### config.mk
export PLATFORM = sky130hd
export DESIGN_NAME = instr_fetch_queue
export DESIGN_NICKNAME = d
export VERILOG_FILES = /design/src/rtl/instr_fetch_queue.sv
export SDC_FILE = /design/constraint.sdc
export NUM_CORES = 1
export LEC_CHECK = 0
export BUFFER_PORTS_ARGS = -buffer_cell sky130_fd_sc_hd__buf_2
export CAP_MARGIN = 40
export CORE_MARGIN = 4
export CORE_UTILIZATION = 35
export CTS_CLUSTER_DIAMETER = 40
export DETAILED_ROUTE_END_ITERATION = 10
export GPL_ROUTABILITY_DRIVEN = 0
export SLEW_MARGIN = 30
export SYNTH_ARGS = -nofsm -noshare
export SYNTH_HDL_FRONTEND = slang
export SYNTH_SLANG_ARGS = --single-unit
### constraint.sdc
create_clock -name clk -period 3 [get_ports clk]
set_clock_uncertainty 0.05 [all_clocks]
set_input_delay 0.3 -clock clk [delete_from_list [all_inputs] [get_ports clk]]
set_output_delay 0.3 -clock clk [all_outputs]
set_load 0.005 [all_outputs]
### src/rtl/instr_fetch_queue.sv
// Fetch unit: issues sequential imem requests under a credit limit and buffers {pc, instr}
// pairs in an in-order queue for decode; a redirect flushes the queue and squashes in-flight responses.
module instr_fetch_queue #(
    parameter int unsigned DEPTH    = 4,
    parameter logic [31:0] RESET_PC = 32'h0,
    parameter int unsigned MAX_OUT  = 2
) (
    input  logic                         clk,
    input  logic                         reset,
    input  logic                         redirect,
    input  logic [31:0]                  redirect_pc,
    output logic                         imem_req_valid,
    input  logic                         imem_req_ready,
    output logic [31:0]                  imem_req_addr,
    input  logic                         imem_rsp_valid,
    input  logic [31:0]                  imem_rsp_data,
    output logic                         out_valid,
    output logic [31:0]                  out_pc,
    output logic [31:0]                  out_instr,
    input  logic                         out_ready,
    output logic [$clog2(DEPTH+1)-1:0]   count,
    output logic                         dbg_state
);
    localparam int unsigned PW = $clog2(DEPTH);
    localparam int unsigned CW = $clog2(DEPTH + 1);
    localparam int unsigned OW = $clog2(MAX_OUT + 1);
    localparam int unsigned SW = 8;

    typedef enum logic {
        FETCH  = 1'b0,
        SQUASH = 1'b1
    } state_e;

    state_e        state_q, state_d;
    logic [31:0]   fetch_pc_q, fetch_pc_d;
    logic [31:0]   rsp_pc_q, rsp_pc_d;
    logic [PW-1:0] wr_ptr_q, wr_ptr_d;
    logic [PW-1:0] rd_ptr_q, rd_ptr_d;
    logic [CW-1:0] count_q, count_d;
    logic [OW-1:0] outst_q, outst_d;
    logic [SW-1:0] squash_q, squash_d;
    logic [31:0]   last_pc_q, last_instr_q;
    logic [31:0]   mem_pc    [DEPTH];
    logic [31:0]   mem_instr [DEPTH];

    logic          credit_ok;
    logic [31:0]   inflight;
    logic          req_fire;
    logic          rsp_push;
    logic          pop;
    logic [SW-1:0] squash_total;
    logic          unused_rpc_bits;

    // Handshakes: a transfer happens on a cycle where valid && ready; valid never waits on ready.
    // imem requests and decode pops both follow this; imem responses have no back-pressure.
    always_comb begin
        inflight  = 32'(count_q) + 32'(outst_q);
        credit_ok = (inflight < DEPTH) && (32'(outst_q) < MAX_OUT);
    end

    assign imem_req_valid  = !reset && !redirect && credit_ok;
    assign imem_req_addr   = fetch_pc_q;
    assign req_fire        = imem_req_valid && imem_req_ready;
    assign out_valid       = (count_q != '0);
    assign out_pc          = out_valid ? mem_pc[rd_ptr_q] : last_pc_q;
    assign out_instr       = out_valid ? mem_instr[rd_ptr_q] : last_instr_q;
    assign count           = count_q;
    assign pop             = out_valid && out_ready && !redirect;
    assign rsp_push        = imem_rsp_valid && (state_q == FETCH) && !redirect;
    assign squash_total    = squash_q + SW'(outst_q);
    assign dbg_state       = state_q;
    assign unused_rpc_bits = ^redirect_pc[1:0];

    always_comb begin
        state_d    = state_q;
        fetch_pc_d = fetch_pc_q;
        rsp_pc_d   = rsp_pc_q;
        wr_ptr_d   = wr_ptr_q;
        rd_ptr_d   = rd_ptr_q;
        count_d    = count_q;
        outst_d    = outst_q;
        squash_d   = squash_q;
        if (redirect) begin
            fetch_pc_d = {redirect_pc[31:2], 2'b00};
            rsp_pc_d   = {redirect_pc[31:2], 2'b00};
            wr_ptr_d   = '0;
            rd_ptr_d   = '0;
            count_d    = '0;
            outst_d    = '0;
            // Everything still in flight now belongs to a dead path, minus this cycle's response.
            squash_d   = (imem_rsp_valid && squash_total != '0) ? squash_total - SW'(1)
                                                                : squash_total;
        end else begin
            if (req_fire) begin
                fetch_pc_d = fetch_pc_q + 32'd4;
            end
            if (imem_rsp_valid && state_q == SQUASH) begin
                squash_d = squash_q - SW'(1);
            end
            if (rsp_push) begin
                wr_ptr_d = wr_ptr_q + PW'(1);
                rsp_pc_d = rsp_pc_q + 32'd4;
            end
            if (pop) begin
                rd_ptr_d = rd_ptr_q + PW'(1);
            end
            count_d = count_q + CW'(rsp_push) - CW'(pop);
            outst_d = outst_q + OW'(req_fire) - OW'(rsp_push);
        end
        state_d = (squash_d != '0) ? SQUASH : FETCH;
    end

    always_ff @(posedge clk) begin
        if (reset) begin
            state_q      <= FETCH;
            fetch_pc_q   <= RESET_PC;
            rsp_pc_q     <= RESET_PC;
            wr_ptr_q     <= '0;
            rd_ptr_q     <= '0;
            count_q      <= '0;
            outst_q      <= '0;
            squash_q     <= '0;
            last_pc_q    <= '0;
            last_instr_q <= '0;
        end else begin
            state_q      <= state_d;
            fetch_pc_q   <= fetch_pc_d;
            rsp_pc_q     <= rsp_pc_d;
            wr_ptr_q     <= wr_ptr_d;
            rd_ptr_q     <= rd_ptr_d;
            count_q      <= count_d;
            outst_q      <= outst_d;
            squash_q     <= squash_d;
            last_pc_q    <= out_pc;
            last_instr_q <= out_instr;
        end
    end

    always_ff @(posedge clk) begin
        if (!reset && rsp_push) begin
            mem_pc[wr_ptr_q]    <= rsp_pc_q;
            mem_instr[wr_ptr_q] <= imem_rsp_data;
        end
    end

    // The credit check reserves a slot per request, so a kept response always finds room.
    assert property (@(posedge clk) disable iff (reset)
        !(rsp_push && !pop && count_q == CW'(DEPTH)));
    assert property (@(posedge clk) disable iff (reset)
        !(imem_rsp_valid && squash_total == '0));

endmodule

=== Yosys cells after proc, flatten, opt, wreduce, memory -nomap -nowiden ===
Memories as Yosys holds them, arrays and structs flattened. A register that Yosys moved wholly into a read port is not among the register bits.
Index checks and enable logic that the tools add are counted.

* Output and inout port bits: 102
* Memory bits (writable): 256
* Register bits: 146
* Memories kept: 2
* Word-level logic and storage cells: 64
* Input port bits: 70

{| class="wikitable"
|+ Memory list
! name !! words !! width !! read ports !! clocked after memory_dff !! write ports !! line !! text
|-
| mem_instr || 4 || 32 || 1 || 1 || 1 || 44 || <nowiki>logic [31:0] mem_instr [DEPTH];</nowiki>
|-
| mem_pc || 4 || 32 || 1 || 1 || 1 || 43 || <nowiki>logic [31:0] mem_pc [DEPTH];</nowiki>
|}

* Reduce and logical (&&, ||, !) cells: 19
* Muxes and demuxes: 16
* Bitwise logic cells: 1
* Add/subtract/negate cells: 12
* $lt $le $gt $ge: 2

{| class="wikitable"
|+ Operators with widths
! cell !! count
|-
| 32-bit 2-to-1 mux || 6
|-
| 32-bit by 3-bit adder with 32-bit output (second input constant) || 2
|-
| 8-bit 2-to-1 mux || 3
|-
| 8-bit nonzero test || 2
|-
| 8-bit by 1-bit subtractor with 8-bit output (second input constant) || 2
|-
| 1-bit logical AND || 11
|-
| 8-bit by 2-bit adder with 8-bit output || 1
|-
| 2-bit 2-to-1 mux || 4
|-
| 2-bit by 1-bit adder with 2-bit output (second input constant) || 2
|-
| 3-bit by 2-bit adder with 4-bit output || 1
|-
| 4-bit by 3-bit < comparator with 1-bit output (second input constant) || 1
|-
| 2-bit nonzero test || 2
|-
| 3-bit by 1-bit adder with 3-bit output || 1
|-
| 1-bit 2-to-1 mux || 3
|-
| 3-bit nonzero test || 1
|-
| 3-bit by 1-bit subtractor with 3-bit output || 1
|-
| 2-bit by 1-bit adder with 2-bit output || 1
|-
| 1-bit logical NOT || 2
|-
| 2-bit < comparator (second input constant) || 1
|-
| 2-bit OR reduction || 1
|-
| 2-bit by 1-bit subtractor with 2-bit output || 1
|-
| 1-bit NOT || 1
|}

=== Logic depth before layout (Yosys ltp) ===
Gate-level depths: netlist of run 1.

* Word-level depth: 7
* Gate-level depth with buffers: 14
* Depth with buffers taken out: 11

=== Worst setup path after synthesis of run 1 ===
OpenSTA, ideal clock, no wires.

* Kind: input to register
* From: in imem_rsp_valid
* To: mem mem_instr[0][0], enable pin
* Path slack: -0.049 ns
* Stages on the path: 4
* Library setup time: 0.427 ns
* Arrival time: 2.573 ns
* Path through: buf_2 nor2b_1 clkbuf_1 and3_1

* Longest elaborated chain between the ends: 5

{| class="wikitable"
|+ RTL lines
! element !! line !! text
|-
| start, declared || 15 || <nowiki>input logic imem_rsp_valid,</nowiki>
|-
| 1-bit logical AND (2 in series) || 69 || <nowiki>assign rsp_push = imem_rsp_valid && (state_q == FETCH) && !redirect;</nowiki>
|-
| 1-bit logical AND || 140 || <nowiki>if (!reset && rsp_push) begin</nowiki>
|-
| 1-bit 2-to-1 mux || 140 ||
|-
| 1-bit 2-to-1 mux (implied by the code) || 142 || <nowiki>mem_instr[wr_ptr_q] <= imem_rsp_data;</nowiki>
|-
| end, declared || 44 ||
|}

No other way between the ends.

=== Final worst setup path of run 1 ===
* From: reg squash_q[0]
* To: reg state_q (netlist: dbg_state)

* Longest elaborated chain between the ends: 7
* Elaborated cells on any way between the ends: 10

{| class="wikitable"
|+ RTL lines
! element !! line !! text
|-
| start, declared || 41 || <nowiki>logic [SW-1:0] squash_q, squash_d;</nowiki>
|-
| start signal, assigned || 133 || <nowiki>squash_q <= squash_d;</nowiki>
|-
| branches (longest 4 deep; another with 8-bit by 2-bit adder with 8-bit output) || - ||
|-
| 8-bit 2-to-1 mux (*) || 83 || <nowiki>if (redirect) begin</nowiki>
|-
| 8-bit nonzero test (*) || 110 || <nowiki>state_d = (squash_d != '0) ? SQUASH : FETCH;</nowiki>
|-
| 1-bit 2-to-1 mux (*) || 110 ||
|-
| end signal, assigned || 126 || <nowiki>state_q <= state_d;</nowiki>
|-
| end, declared || 34 || <nowiki>state_e state_q, state_d;</nowiki>
|}

Mark *: on every way between the ends.
A chain may end at the register's enable or synchronous reset.

==> results of run 1 <==
## cells by family (layout without fill, tap and decap cells)
group,Yosys count,after routing
AOI/OAI and AO/OA,140,140
buffers and inverters,86,379
adders and majority gates,18,18
xor gates and xnor gates,61,61
muxes,129,129
other,1,2
DFF,392,392
and+or+nand+nor,311,311
## worst min-delay path by stage
| stage | cells past startpoint | end | start | slack [ps] |
|---|---|---|---|---|
| 4_1_cts | 3 | rsp_pc_q[4] | redirect_pc[4] | 0.8 |
| 3_3_place_gp | 2 | imem_req_addr[16] | imem_req_addr[16] | 460 |
| 5_1_grt | 3 | rsp_pc_q[4] | redirect_pc[4] | 20 |
| 6_report | 3 | rsp_pc_q[4] | redirect_pc[4] | 20 |
| 2_1_floorplan | 0 | mem_instr[0][0] | imem_rsp_data[0] | 350 |
| 3_5_place_dp | 2 | imem_req_addr[16] | imem_req_addr[16] | 460 |
## Yosys cell counts (all sizes together), types with 8 or more instances
library cell / instances
clkbuf: 34
nor3: 11
nand4: 15
nor2: 84
dfxtp: 144
and3: 16
edfxtp: 248
xnor2: 28
nand3: 20
nand2: 57
a31oi: 15
mux2: 64
nor2b: 70
a21oi: 47
or3: 8
mux4: 62
ha: 16
xor2: 33
a21boi: 12
o21ai: 28
buf: 28
inv: 24
## power groups by stage
stage                     Sequential, mW  Clock (mW)  Combinational (mW)
after floorplan                     6.07           0               0.629
final                               6.02        6.79                1.02
after global routing                6.04        7.23                1.13
after CTS                           6.02        6.95                1.02
after global placement              6.12           0               0.951
after detailed placement            6.13           0               0.964
## layer usage
metal / wire (um) / up-vias / track usage, % / part of all wire, %
met2: 18000 / 247 / 25.0 / 47
met5: 13 / - / 0 / 0.034
met4: 781 / 2 / 3.96 / 2.0
li1: - / 4744 / - / -
met3: 2230 / 64 / 3.91 / 5.9
met1: 17100 / 5007 / 20.5 / 45
## cell usage in the layout (no fill, tap or decap), types with 12 or more instances in the layout
cell	netlist	routed
buf_2	16	166
inv_1	22	21
and3_1	16	12
clkbuf_16	0	57
dlygate4sd3_1	0	49
a21oi_1	45	44
nand2_1	57	57
edfxtp_1	248	248
o21ai_0	12	12
o21ai_1	16	16
nand4_1	15	15
mux4_2	62	62
buf_4	3	26
nor2b_1	70	70
nand3_1	20	20
a31oi_1	15	15
dfxtp_1	144	139
xnor2_1	28	28
nor2_1	84	84
ha_1	16	15
mux2_2	62	62
xor2_1	33	33
## sequential cells by signal, indices dropped and copies added (netlist names), named ones only
register	flops
outst_q	2
rd_ptr_q	2
mem_pc	120
count	3
last_pc_q	32
last_instr_q	32
dbg_state	1
wr_ptr_q	2
squash_q	8
mem_instr	128
rsp_pc_q	30
imem_req_addr	30
## cell type report
class | instances | area (um^2)
fillers | 4122 | 25100
flip-flops and latches | 392 | 10300
multi-input cells | 661 | 5480
repair buffers | 251 | 1720
clock buffers | 70 | 1510
well taps | 600 | 751
clock inverters | 34 | 459
inverters | 24 | 90.1
## repair_timing
action / 4_1_cts / 5_1_grt
hold endpoints to repair: 157 / 0
hold buffers: 49 / 0
pin swaps: 0 / 8
cloned: 0 / 0
gates resized for setup: 1 / 8
setup endpoints to repair: 1 / 1
## critical path, stage by stage, from the launching register on
cell and delay [ps]:
dfxtp_2 350, ha_4 150, inv_2 40, fa_2 400, or4b_1 530, mux2_4 280
a21oi_4 130, nand4_1 110, mux2i_1 250, a21oi_2 100, a221oi_2 170, a41oi_1 140
==> run_results.csv, run 1 <==
group,metric,value,unit
pwr,seqPwrFrac,43.5,%
layout,area_delta_synth_final,26.1,%
pwr,power_density,680,mW/mm^2
route,drcViolationCount,0,
global_routing,antenna_found_initial,2,
logic_synthesis,synthCells,1138,
route,dr.pass1.iters,4,
logic_synthesis,synthAdderAreaFrac,1.49,%
logic_synthesis,synth_edf_count,248,
clock_tree,clk_latency,580,ps
floorplan,coreArea,0.0455,mm^2
logic_synthesis,async_reset_ff_share,0,%
floorplan,die_h,223,um
pwr,p_clk_share,49.1,%
pwr,swShare,23.0,%
route,num_vias,10064,
route,wire_per_inst,18.8,um
clock_tree,root_buffer,"clkbuf_16",
place,placedInstanceArea,0.0179,mm^2
floorplan,rows,78,
route,drt_wl_total,38100,um
layout,layout.cells.non_filler,2032,
critical_path,crit_type,"reg2reg",
route,viasPerCell,4.95,
logic_synthesis,synth_top_family_by_area,"multiplexers",
logic_synthesis,ys_seq_area_share,64.0,%
pwr,p_sw,3.18,mW
layout,n_antenna_cell,0,
pwr,power.internal,10.7,mW
logic_synthesis,yosysWarnings,0,
critical_path,reg2reg_slack,140,ps
sta,fin_crit,2860,ps
sta,hold_viol,0,
sta,final-max-slew-violation-count,0,
global_routing,grt_pass1_vias,10589,
global_routing,grt_pass1_wl,59900,um
global_routing,grt_max_degree,126,
floorplan,initial_core_util,35.5,%
logic_synthesis,muxShareOfSynthArea,13.3,%
sta,max_freq,349,MHz
clock_tree,h-tree-depth,2,
critical_path,cp_max_fo,4,
logic_synthesis,syn-cell-area,0.0161,mm^2
logic_synthesis,synth_compound_area_share,5.58,%
logic_synthesis,synth_top_area_share,46.2,%
place,hpwlAfterDp,23400,um
pwr,total_power,13.8,mW
outcome,status,"finished clean",
sta,hold_ws,20.6,ps
run,max_cap_viol_count,0,
critical_path,critPathLaunchType,"flip-flop",
pwr,ir_worst_vdd,479,uV
logic_synthesis,avgSynthCellArea,14.2,um^2
critical_path,worstSetupEndpoint,"dbg_state",
critical_path,rr_startpoint,"squash_q[0]",
sta,setup-violations-final,0,
place,place_inst,1879,
global_routing,grt_remaining_overflow,0,
floorplan,boundaryPins,172,
route,drt-initial-drc-count,684,
sta,rsz0062_at_grt,"yes",
clock_tree,clock_path_buffers,3,
floorplan,die_x,223,um
critical_path,end_kind,"flip-flop",
floorplan,die_area,0.0496,mm^2
pwr,share_comb_of_total_power,7.4,%
place,place_ws,20.2,ps
layout,final_core_util,44.7,%
critical_path,required,3370,ps
clock_tree,postCtsSetupRepairBufs,0,
layout,final_area,0.0203,mm^2
hold_path,hold_path.class,"in2reg",
critical_path,cp.arrival,3230,ps
pwr,leakage,7.48,nW
sta,fin_crit_sh,95.4,%
clock_tree,cts_made_buffers,55,
route,ant_nets,0,
sta,worst_pin_slew,731,ps
logic_synthesis,synth_cell_types,68,
logic_synthesis,synth_top_area_cell,"edfxtp_1",
logic_synthesis,yosys.area_share.simple,10.0,%
logic_synthesis,synth_ff_type,"edfxtp_1",
sta,slew-limit-headroom,50.8,%
critical_path,r2r_cells,11,
layout,nets,1473,
clock_tree,path_clk_slew,50,ps
critical_path,critPathLaunch,"squash_q[0]",
global_routing,globalRouteTotalUtil,15.3,%
sta,tns,0,ps
sta,postLayoutSetupSlackWorst,137,ps
logic_synthesis,synth_area_leaders,"edfxtp_1 46%, dfxtp_1 18%, mux4_2 8.7%",
logic_synthesis,synth_xor_area_share,3.31,%
critical_path,reg2reg_to,"dbg_state",
clock_tree,cts_tree,"built",
logic_synthesis,ys_ff_latch,392,
place,port_buffers,167,
layout,drive_gt1_share,31.2,%
clock_tree,cts.sinks,392,
No activity file was read; power rests on OpenSTA's default activity.
==> run 2: changes to the inputs <==
==> constraint.sdc (replaced) <==
create_clock -name clk -period 3 [get_ports clk]
set_clock_uncertainty 0.05 [all_clocks]
set_input_delay 0.45 -clock clk [delete_from_list [all_inputs] [get_ports clk]]
set_output_delay 0.45 -clock clk [all_outputs]
set_load 0.005 [all_outputs]
==> run 2 against run 1 <==
Design area is 0.39% lower. Total power up 0.65%. Largest power group unchanged. Worst setup slack got worse by 23 ps. Critical path type unchanged. Critical path depth increased by 2.
==> run_results.csv, run 2 (synthesis results as in run 1) <==
group,metric,value,unit
clock_tree,cts_made_buffers,58,
critical_path,critPathMaxStageDelay,400,ps
route,drcViolationCount,0,
clock_tree,h-tree-depth,2,
layout,fillers,4112,
clock_tree,path_clk_slew,60,ps
route,wire_per_inst,18.6,um
critical_path,critPathLaunchType,"flip-flop",
clock_tree,cts_tree,"built",
floorplan,die_h,223,um
critical_path,crit_buf_inv,3,
route,drt-initial-drc-count,678,
clock_tree,clock_path_buffers,3,
run,max_cap_viol_count,0,
sta,hold_viol,0,
route,num_vias,9995,
critical_path,end_kind,"flip-flop",
route,viasPerCell,4.93,
critical_path,crit_family,"simple AND/OR/NAND/NOR gates",
pwr,power_density,687,mW/mm^2
place,port_buffers,167,
pwr,ir_worst_vdd,442,uV
pwr,leakage,7.47,nW
global_routing,globalRouteTotalUtil,14.8,%
critical_path,worst_path_max_delay_cell,"fa_2",
sta,setup-violations-final,0,
pwr,seqPwrFrac,43.2,%
sta,slew-limit-headroom,51.2,%
critical_path,cp.arrival,3290,ps
layout,area_delta_synth_final,25.6,%
floorplan,boundaryPins,172,
sta,final-max-slew-violation-count,0,
layout,n_antenna_cell,0,
layout,final_area,0.0203,mm^2
global_routing,grt_remaining_overflow,0,
route,drt_wl_total,37700,um
layout,layout_commonest_cell,"edfxtp_1",
sta,worst_pin_slew,732,ps
route,dr.pass1.iters,5,
clock_tree,root_buffer,"clkbuf_16",
sta,max_freq,346,MHz
global_routing,antenna_found_initial,0,
pwr,share_comb_of_total_power,7.4,%
layout,largest_reg_flops,128,
sta,fin_crit_sh,96.2,%
sta,fin_crit,2890,ps
place,hpwlAfterDp,23400,um
place,place_ws,32.3,ps
floorplan,coreArea,0.0455,mm^2
global_routing,grt_max_degree,64,
layout,top_regs,"mem_instr x128, mem_pc x120",
pwr,p_sw,3.34,mW
critical_path,required,3410,ps
floorplan,die_x,223,um
pwr,power.internal,10.6,mW
layout,top_register,"mem_instr",
pwr,swShare,24.0,%
floorplan,rows,78,
global_routing,grt_pass1_wl,58100,um
outcome,status,"finished clean",
hold_path,hold_path.class,"in2reg",
place,placedInstanceArea,0.0179,mm^2
route,ant_nets,0,
layout,nets,1465,
clock_tree,clk_latency,600,ps
clock_tree,cts.sinks,392,
pwr,p_clk_share,49.4,%
global_routing,grt_pass1_vias,9997,
floorplan,die_area,0.0496,mm^2
layout,layout_common_cells,"248 x edfxtp_1, 166 x buf_2, 142 x dfxtp_1, 84 x nor2_1, 70 x nor2b_1",
layout,drive_gt1_share,32.4,%
sta,postLayoutSetupSlackWorst,114,ps
critical_path,cp_max_fo,5,
critical_path,crit_chain,"ha_4 > inv_1 > fa_2 > nand3b_4 > or3_4 > o2111ai_2 > buf_4 > o2111ai_2 > xor2_1 > a21oi_1 > xor2_1 > buf_4 > nor2_1",
floorplan,initial_core_util,35.5,%
critical_path,crit_type,"reg2reg",
==> run 2: repair_timing <==
action | 4_1_cts | 5_1_grt
endpoints found under the setup margin | 0 | 3
buffers inserted | 0 | 2
hold endpoints to repair | 124 | 0
hold buffers | 31 | 0
gates resized for setup | 0 | 7
==> run 2: path summary, 6_finish.rpt <==
path | start | endpoint | slack (ps) | cells past startpoint
worst min-delay path | imem_rsp_data[29] | mem_instr[3][29] | 40 | 1
worst min register to register | imem_req_addr[16] | imem_req_addr[16] | 480 | 2
worst max register to register | squash_q[0] | squash_q[4] | 110 | 13
worst max-delay path | squash_q[0] | squash_q[4] | 110 | 13
==> run 2: layout make-up <==
cell class	count	area, um^2	area share, %
multi-input combinational	661	5490	27.1
tap	600	751	3.70
timing repair buffer	240	1580	7.78
inverter	24	90.1	0.445
clock inverter	44	527	2.60
sequential	392	10300	51.0
clock buffer	66	1500	7.41
==> run 2: power by group through the flow <==
| stage | combinational [mW] | sequential [mW] | clock [mW] |
|---|---|---|---|
| finish | 1.04 | 6.01 | 6.88 |
| global route | 1.14 | 6.03 | 7.30 |
| CTS | 1.01 | 6.01 | 7.04 |
| detailed placement | 0.967 | 6.12 | 0 |
| global placement | 0.959 | 6.12 | 0 |
| floorplan | 0.629 | 6.07 | 0 |
==> run 2: through the flow <==
stage	utilization [%]	cells	setup TNS [ps]	total power [mW]	hold WS [ps]
after global placement	39.3	1882	0	7.07	454
after global routing	44.6	2027	-3.76	14.5	7.45
final	44.6	2027	0	13.9	40.1
after CTS	44.4	2024	0	14.1	1.57
after floorplan	-	1139	0	6.70	430
after detailed placement	39.3	1883	0	7.09	467
==> run 2: routing by layer <==
metal / global-route usage (%) / wire [um] / vias up / share of wire, %
met5: 0 / 0 / - / 0
met4: 4.00 / 711 / 0 / 1.9
met3: 3.13 / 2110 / 54 / 5.6
met2: 23.2 / 17500 / 251 / 46
met1: 21.0 / 17400 / 4949 / 46
li1: - / - / 4741 / -
